## src/rtl/cci_mpf_prim_ram_simple_multi.sv

```systemverilog
// rtl/cci_mpf_prim_ram_simple_multi.sv - single-write, multi-read RAM with self-initialization
//
// One storage copy per read port. Every write goes to all copies, so the read
// ports are fully independent. After reset the block writes INIT_VALUE to every
// word, one word per cycle, and raises rdy when the last word is written.
//
// Optional feature macro: CCI_MPF_PRIM_RAM_MULTI_BYPASS_EN
//   defined   : write-to-read bypass. A write at the read edge, or at any later
//               edge while the read is still in its pipeline, supplies the data.
//   undefined : a read and a write to the same address at one edge return old data.
//
// Ports:
//   clk      - sole clock
//   reset_n  - asynchronous active-low reset
//   rdy      - high once initialization is complete
//   wen      - write enable
//   waddr    - write address
//   wdata    - write data
//   ren      - per-port read request
//   raddr    - per-port read address
//   rvalid   - per-port read response valid, one cycle per request
//   rdata    - per-port read data, meaningful only while rvalid is high
module cci_mpf_prim_ram_simple_multi #(
    parameter int N_ENTRIES = 32,
    parameter int N_DATA_BITS = 64,
    parameter int N_READ_PORTS = 2,
    parameter int N_OUTPUT_REG_STAGES = 0,
    parameter logic [N_DATA_BITS-1:0] INIT_VALUE = '0
) (
    input  logic                                               clk,
    input  logic                                               reset_n,
    output logic                                               rdy,
    input  logic                                               wen,
    input  logic [$clog2(N_ENTRIES)-1:0]                       waddr,
    input  logic [N_DATA_BITS-1:0]                             wdata,
    input  logic [N_READ_PORTS-1:0]                            ren,
    input  logic [N_READ_PORTS-1:0][$clog2(N_ENTRIES)-1:0]     raddr,
    output logic [N_READ_PORTS-1:0]                            rvalid,
    output logic [N_READ_PORTS-1:0][N_DATA_BITS-1:0]           rdata
);

    localparam int AW = $clog2(N_ENTRIES);
    localparam int S  = N_OUTPUT_REG_STAGES;

    typedef enum logic {ST_INIT, ST_READY} state_t;

    state_t         state, state_nxt;
    logic [AW-1:0]  init_addr, init_addr_nxt;

    always_ff @(posedge clk or negedge reset_n) begin
        if (!reset_n) begin
            state     <= ST_INIT;
            init_addr <= '0;
        end else begin
            state     <= state_nxt;
            init_addr <= init_addr_nxt;
        end
    end

    always_comb begin
        state_nxt     = state;
        init_addr_nxt = init_addr;
        if (state == ST_INIT) begin
            init_addr_nxt = init_addr + 1'b1;
            if (init_addr == AW'(N_ENTRIES - 1)) begin
                state_nxt     = ST_READY;
                init_addr_nxt = '0;
            end
        end
    end

    assign rdy = (state == ST_READY);

    // User writes count only once ready and only when the address exists;
    // this qualified strobe also gates the bypass so dropped writes never forward.
    logic                   wr_ok;
    logic                   mem_we;
    logic [AW-1:0]          mem_waddr;
    logic [N_DATA_BITS-1:0] mem_wdata;

    assign wr_ok     = rdy && wen && (32'(waddr) < 32'(N_ENTRIES));
    assign mem_we    = (state == ST_INIT) || wr_ok;
    assign mem_waddr = (state == ST_INIT) ? init_addr : waddr;
    assign mem_wdata = (state == ST_INIT) ? INIT_VALUE : wdata;

    for (genvar p = 0; p < N_READ_PORTS; p++) begin : g_port
        logic [N_DATA_BITS-1:0] mem [N_ENTRIES];
        logic                   rd_in_range;
        logic [N_DATA_BITS-1:0] rd_word;
        logic [N_DATA_BITS-1:0] d0_nxt;
        logic [S:0]             v;
        logic [N_DATA_BITS-1:0] d [S+1];
`ifdef CCI_MPF_PRIM_RAM_MULTI_BYPASS_EN
        logic [AW-1:0]          a [S+1];
`endif

        // Contents are never reset; the init sweep defines them.
        always_ff @(posedge clk) begin
            if (mem_we) begin
                mem[mem_waddr] <= mem_wdata;
            end
        end

        assign rd_in_range = 32'(raddr[p]) < 32'(N_ENTRIES);
        assign rd_word     = rd_in_range ? mem[raddr[p]] : '0;

`ifdef CCI_MPF_PRIM_RAM_MULTI_BYPASS_EN
        assign d0_nxt = (wr_ok && (waddr == raddr[p])) ? wdata : rd_word;
`else
        assign d0_nxt = rd_word;
`endif

        // Only the valid bits are reset, which is enough to drop in-flight reads.
        always_ff @(posedge clk or negedge reset_n) begin
            if (!reset_n) begin
                v <= '0;
            end else begin
                v[0] <= ren[p] && rdy;
                for (int s = 1; s <= S; s++) begin
                    v[s] <= v[s-1];
                end
            end
        end

        always_ff @(posedge clk) begin
            d[0] <= d0_nxt;
`ifdef CCI_MPF_PRIM_RAM_MULTI_BYPASS_EN
            a[0] <= raddr[p];
`endif
            for (int s = 1; s <= S; s++) begin
                d[s] <= d[s-1];
`ifdef CCI_MPF_PRIM_RAM_MULTI_BYPASS_EN
                a[s] <= a[s-1];
                // A later write to the same word overtakes the data as it moves
                // down the pipe; the newest write reaches the output last.
                if (wr_ok && (waddr == a[s-1])) begin
                    d[s] <= wdata;
                end
`endif
            end
        end

        assign rvalid[p] = v[S];
        assign rdata[p]  = d[S];
    end

endmodule

```

## config.mk

```make
export PLATFORM = sky130hd
export DESIGN_NAME = cci_mpf_prim_ram_simple_multi
export DESIGN_NICKNAME = d
export VERILOG_FILES = /design/src/rtl/cci_mpf_prim_ram_simple_multi.sv
export SDC_FILE = /design/constraint.sdc
export NUM_CORES = 2
export LEC_CHECK = 0
export CORE_AREA = 2 2 531 533
export CTS_CLUSTER_DIAMETER = 30
export DETAILED_ROUTE_END_ITERATION = 6
export DIE_AREA = 0 0 533 535
export DONT_BUFFER_PORTS = 1
export GPL_TIMING_DRIVEN = 0
export PLACE_DENSITY = 0.51
export SLEW_MARGIN = 20
export SYNTH_ARGS = -nofsm -noshare
export SYNTH_HDL_FRONTEND = slang
export SYNTH_MEMORY_MAX_BITS = 65536
export SYNTH_SLANG_ARGS = --single-unit
```

## constraint.sdc

```tcl
create_clock -name clk -period 11 [get_ports clk]
set_clock_uncertainty 0.05 [all_clocks]
set_input_delay 1.1 -clock clk [delete_from_list [all_inputs] [get_ports clk]]
set_output_delay 1.1 -clock clk [all_outputs]
set_load 0.05 [all_outputs]
```

# Word-level counts from Yosys, hierarchy flattened
# Memories as Yosys holds them, arrays and structs flattened.
# Index checks and enable logic that the tools add are counted.
[op_classes]
add_sub_neg = 1
n_eq_ne = 1
muxes = 7
bitwise_logic = 1
n_reduce_logical = 4
[ops]
columns = ["operator", "count"]
rows = [
  ["64-bit 2-to-1 mux", 1],
  ["5-bit 2-to-1 mux", 2],
  ["5-bit by 1-bit adder with 5-bit output, second input constant", 1],
  ["5-bit equality test, second input constant", 1],
  ["1-bit 2-to-1 mux", 4],
  ["1-bit logical AND", 3],
  ["1-bit logical OR", 1],
  ["1-bit inverter", 1],
]
[word_totals]
regBits = 8
ram_bits = 4224
output_inout_bits = 131
elab_cells = 22
memories = 4
[memory_table]
columns = ["memory", "depth", "width", "rd", "rd_clocked_by_memory_dff", "write_ports", "line", "text"]
rows = [
  ["g_port[0].mem", 32, 64, 1, 0, 1, "87", "logic [N_DATA_BITS-1:0] mem [N_ENTRIES];"],
  ["g_port[1].mem", 32, 64, 1, 0, 1, "87", ""],
  ["g_port[0].d", 1, 64, 1, 0, 1, "92", "logic [N_DATA_BITS-1:0] d [S+1];"],
  ["g_port[1].d", 1, 64, 1, 0, 1, "92", ""],
]

# Longest topological paths before layout
[logic_depth]
depth_word = 4
mapped_depth = 10
ltp_nobuf = 6

# Worst setup path before layout
# Ideal clock, no wire load.
[synth_timing]
kind = "input-to-reg"
start = "in waddr[2]"
end = "mem g_port[1].mem[27][0], enable pin"
setup_time_ns = 0.487
arrival_ns = 4.364
slack_ns = 6.099
path_stages = 4
n_path_buf = 0
cell_sequence = "mux2i_1 -> nor2b_1 -> nand2_1 -> nor2_1"
[synth_between]
elab_chain_len = 1
[synth_lines]
columns = ["element", "line", "text"]
rows = [
  ["from (decl)", "34", "input logic [$clog2(N_ENTRIES)-1:0] waddr,"],
  ["5-bit 2-to-1 mux", "83", "assign mem_waddr = (state == ST_INIT) ? init_addr : waddr;"],
  ["to (decl)", "87", ""],
]
# No other way between the ends.

# Worst setup path after layout
[layout_timing]
start = "in raddr[1] (netlist bit)"
end = "mem g_port[0].d[0][19]"
[layout_between]
elab_chain_len = 1
[layout_lines]
columns = ["element", "line", "text"]
rows = [
  ["from (decl)", "37", "input logic [N_READ_PORTS-1:0][$clog2(N_ENTRIES)-1:0] raddr,"],
  ["memory 32 x 64 bit", "-", ""],
  ["named net g_port[0].d0_nxt[19]", "90", "logic [N_DATA_BITS-1:0] d0_nxt;"],
  ["to (decl)", "92", ""],
]
# The timed path passes the listed nets, and every way through them passes these cells.

==> run metrics <==
standby leakage power 0.04186 uW; number of antenna violations at the first check in global routing 73; total of hold buffers inserted after clock tree synthesis 1; final hold viol count 0; Netlist cell types 37; Yosys Warn Count 0; instance area at placement about 110,000 sq um; Die Area 285,200 sq um; Root Buffer sky130_fd_sc_hd__clkbuf_16; power per unit of standard cell area 214.5 nW/um^2; kind of path behind the tightest hold check input pin to flop; total setup buffers inserted after CTS 0; first-pass detailed-route iteration total 7; Global Route Usage Sum between 30% and 40%; IR Drop Worst-Case VDD 0.0001496 V; vias after detailed routing 61,320; violated checks design-rule violations; clock tree from TritonCTS yes; smallest setup slack after layout 6184 ps; biggest area contributors in the synthesized netlist sky130_fd_sc_hd__edfxtp_1, sky130_fd_sc_hd__mux4_2, sky130_fd_sc_hd__dfxtp_1; final critical-path share of the clock period 43.78%; wire length of the first global-routing pass approximately 580,000 microns; final worst path period need 4816 ps; count of input and output buffers 0; sequential share of the synthesized area approximately two thirds; Compound-Gate Fraction of Synth Area 1.820%; proportion of layout cells with a drive suffix above 1 a little under half; Max transition margin between 10% and 20%; Cell Area, Synth around 100,000 sq um; Critical Path Max Stage Delay around 1000 ps; Iter 0 DRT Violations 11,190; number of enable-type register cells in the synthesized netlist a little over 2,000; required arrival time at the worst endpoint 11,730 ps; cells along the critical path buf_4 -> buf_4 -> buf_2 -> buf_2 -> buf_2 -> mux2i_1 -> a221oi_1; CP delay by family, top buffers and inverters; number of nets produced by synthesis 4,558; Worst path most repeated cell sky130_fd_sc_hd__buf_2; Setup CP Type input pin to flop; HPWL after DPL 309,200 microns; Mean Syn Cell Area 21.81 sq um; area share of the leading cell type in the synthesized netlist a little over three fifths; Peak Freq 207.6 MHz; Finished Cell Area 126,200 sq um; transition time at the pin with the least slew margin approximately 1300 ps; sort of element at the start of the critical path input pin; clock transition at the registers of the reported paths 40 ps; total of flip-flops plus latches after synthesis 2,184; H-tree levels 6; number of buffers created by CTS 527; global placement routability congestion 0.8723; total I/O pin count between 200 and 250; count of max-cap constraint violations 0; Arr. time, crit path about 5600 ps; cell type with the highest aggregate area in the netlist sky130_fd_sc_hd__edfxtp_1; largest family of logic cells by synthesized area multiplexers; pre-CTS setup slack 5339 ps; Crit path buffers/inverters 5; predominant post-synthesis flop cell sky130_fd_sc_hd__edfxtp_1; largest net degree at the start of global routing 33; number of standard cells in the layout, taps in and fillers out roughly 9,400; initial core utilization 34.97%; DRC 2; final global-route overflow total 0; detailed-route wire length per cell 47.38 microns; run status finished with violations; synthesized instance count 4,472; count of clock tree sinks about 2,200; RSZ-0062 raised after global routing false; number of placed cells counting well taps approximately 8,400; width of the die between 500 and 600 microns; critical-path maximum fanout 10; Antenna Nets Post-Route 0; Max clock buf depth 4; number of setup violations in the final report 0; number of gates resized after CTS 0; placeable core region 278,900 sq um; xor/xnor cell area share of the yosys netlist 0%; share of synthesized registers carrying an async set or reset less than 1%; Cell Rows between 150 and 200; capturing element type of the critical path flop; clk_lat worst skew 1000 ps; number of global-route vias before repair roughly 60,000; number of nets in the layout 5,317; ratio of routed vias to standard cells 6.493; synthesized-area fraction occupied by adder cells 0.02566%; die span in y 535 microns; Total Routed Length 447,500 microns; share of cell area taken by muxes after synthesis 29.39%; number of slew-limit violations in the final report 0; Area Overhead vs Synth 29.44%; Crit-path slowest cell sky130_fd_sc_hd__a221oi_1; share of synthesized cell area in and, or, nand and nor gates 1.144%
power by group:
group	internal [uW]	total (uW)	switching (uW)	leakage (uW)
clock network	10700	15900	5170	0.00870
registers	9200	9440	240	0.0196
logic	613	1780	1170	0.0135
synth_stat cells (10+ instances only):
master and number:
sky130_fd_sc_hd__a211oi_1 20, sky130_fd_sc_hd__a21boi_0 10, sky130_fd_sc_hd__a21o_1 13, sky130_fd_sc_hd__a21oi_1 12, sky130_fd_sc_hd__a221o_1 15, sky130_fd_sc_hd__a221oi_1 49
sky130_fd_sc_hd__and2_1 69, sky130_fd_sc_hd__buf_1 35, sky130_fd_sc_hd__buf_2 144, sky130_fd_sc_hd__buf_4 46, sky130_fd_sc_hd__clkbuf_1 115, sky130_fd_sc_hd__dfxtp_1 128
sky130_fd_sc_hd__edfxtp_1 2048, sky130_fd_sc_hd__mux2_2 170, sky130_fd_sc_hd__mux2i_1 206, sky130_fd_sc_hd__mux4_2 1096, sky130_fd_sc_hd__nand2_1 66, sky130_fd_sc_hd__nor2_1 39
sky130_fd_sc_hd__nor2b_1 31, sky130_fd_sc_hd__o21ai_0 26, sky130_fd_sc_hd__o22a_1 11, sky130_fd_sc_hd__o22ai_1 72
stage by stage:
stage	hold slack, ps	power (uW)	utilization, %	setup TNS [ps]
5_1_grt	189.8	27600	45.25	0
6_report	192.0	27070	45.26	0
2_1_floorplan	458.2	10450	-	0
4_1_cts	154.7	27110	45.20	0
3_3_place_gp	475.7	11260	36.64	-420330
3_5_place_dp	481.9	11320	38.70	0
cell type report:
cell class,count,area [sq um]
timing repair buffer,230,5339
buffer,345,1854
tap,3724,4659
fill,23310,152700
antenna,57,142.6
sequential,2184,64260
inverter,1,3.754
clock buffer,612,13860
clock inverter,350,4239
multi-input combinational,1942,31880
state kept, by name, indices dropped and copies added, names as in the netlist:
signal,count
g_port.d,128
g_port.mem,2048
g_port.v,2
init_addr,5
rdy,1
cell usage in the layout (no fill, tap or decap), types with 46 or more instances in the layout:
cell type / synthesis / layout
sky130_fd_sc_hd__a221oi_1: 49 / 48
sky130_fd_sc_hd__and2_1: 69 / 46
sky130_fd_sc_hd__buf_12: 0 / 115
sky130_fd_sc_hd__buf_16: 0 / 108
sky130_fd_sc_hd__buf_2: 144 / 173
sky130_fd_sc_hd__buf_4: 46 / 47
sky130_fd_sc_hd__bufinv_16: 0 / 70
sky130_fd_sc_hd__clkbuf_1: 115 / 77
sky130_fd_sc_hd__clkbuf_16: 0 / 540
sky130_fd_sc_hd__clkbuf_2: 0 / 101
sky130_fd_sc_hd__clkinv_1: 1 / 71
sky130_fd_sc_hd__clkinv_2: 0 / 77
sky130_fd_sc_hd__clkinvlp_4: 0 / 51
sky130_fd_sc_hd__dfxtp_1: 128 / 128
sky130_fd_sc_hd__diode_2: 0 / 57
sky130_fd_sc_hd__edfxtp_1: 2048 / 2048
sky130_fd_sc_hd__mux2_2: 170 / 170
sky130_fd_sc_hd__mux2i_1: 206 / 206
sky130_fd_sc_hd__mux4_2: 1096 / 1096
sky130_fd_sc_hd__nand2_1: 66 / 66
sky130_fd_sc_hd__o22ai_1: 72 / 72
cells by family (layout without fill, tap and decap cells):
family	after synthesis	count (layout)
fa+ha+maj	2	2
other cells	0	57
simple gates	221	221
compound gates	247	247
flops	2184	2184
mux	1472	1472
buf+inv	346	1538
per-layer routing:
metal	up-vias	wire length (microns)	global-route usage, %
li1	21550	-	-
met1	33530	164900	40.65
met2	5193	200500	46.25
met3	1027	55910	8.972
met4	24	25990	16.51
met5	-	159	0
path summary, 6_finish.rpt:
kind	startpoint	to	slack [ps]	cells past startpoint
max	raddr[1]	g_port[0].d[0][19]	6180	7
min	ren[0]	g_port[0].v	190	1
max reg2reg	rdy	g_port[1].mem[5][52]	6800	8
min reg2reg	init_addr[4]	init_addr[4]	490	1
max in group asynchronous	reset_n	init_addr[0]	10210	1
min in group asynchronous	reset_n	rdy	410	1
Note: power is estimated with default switching activity, not from simulation.
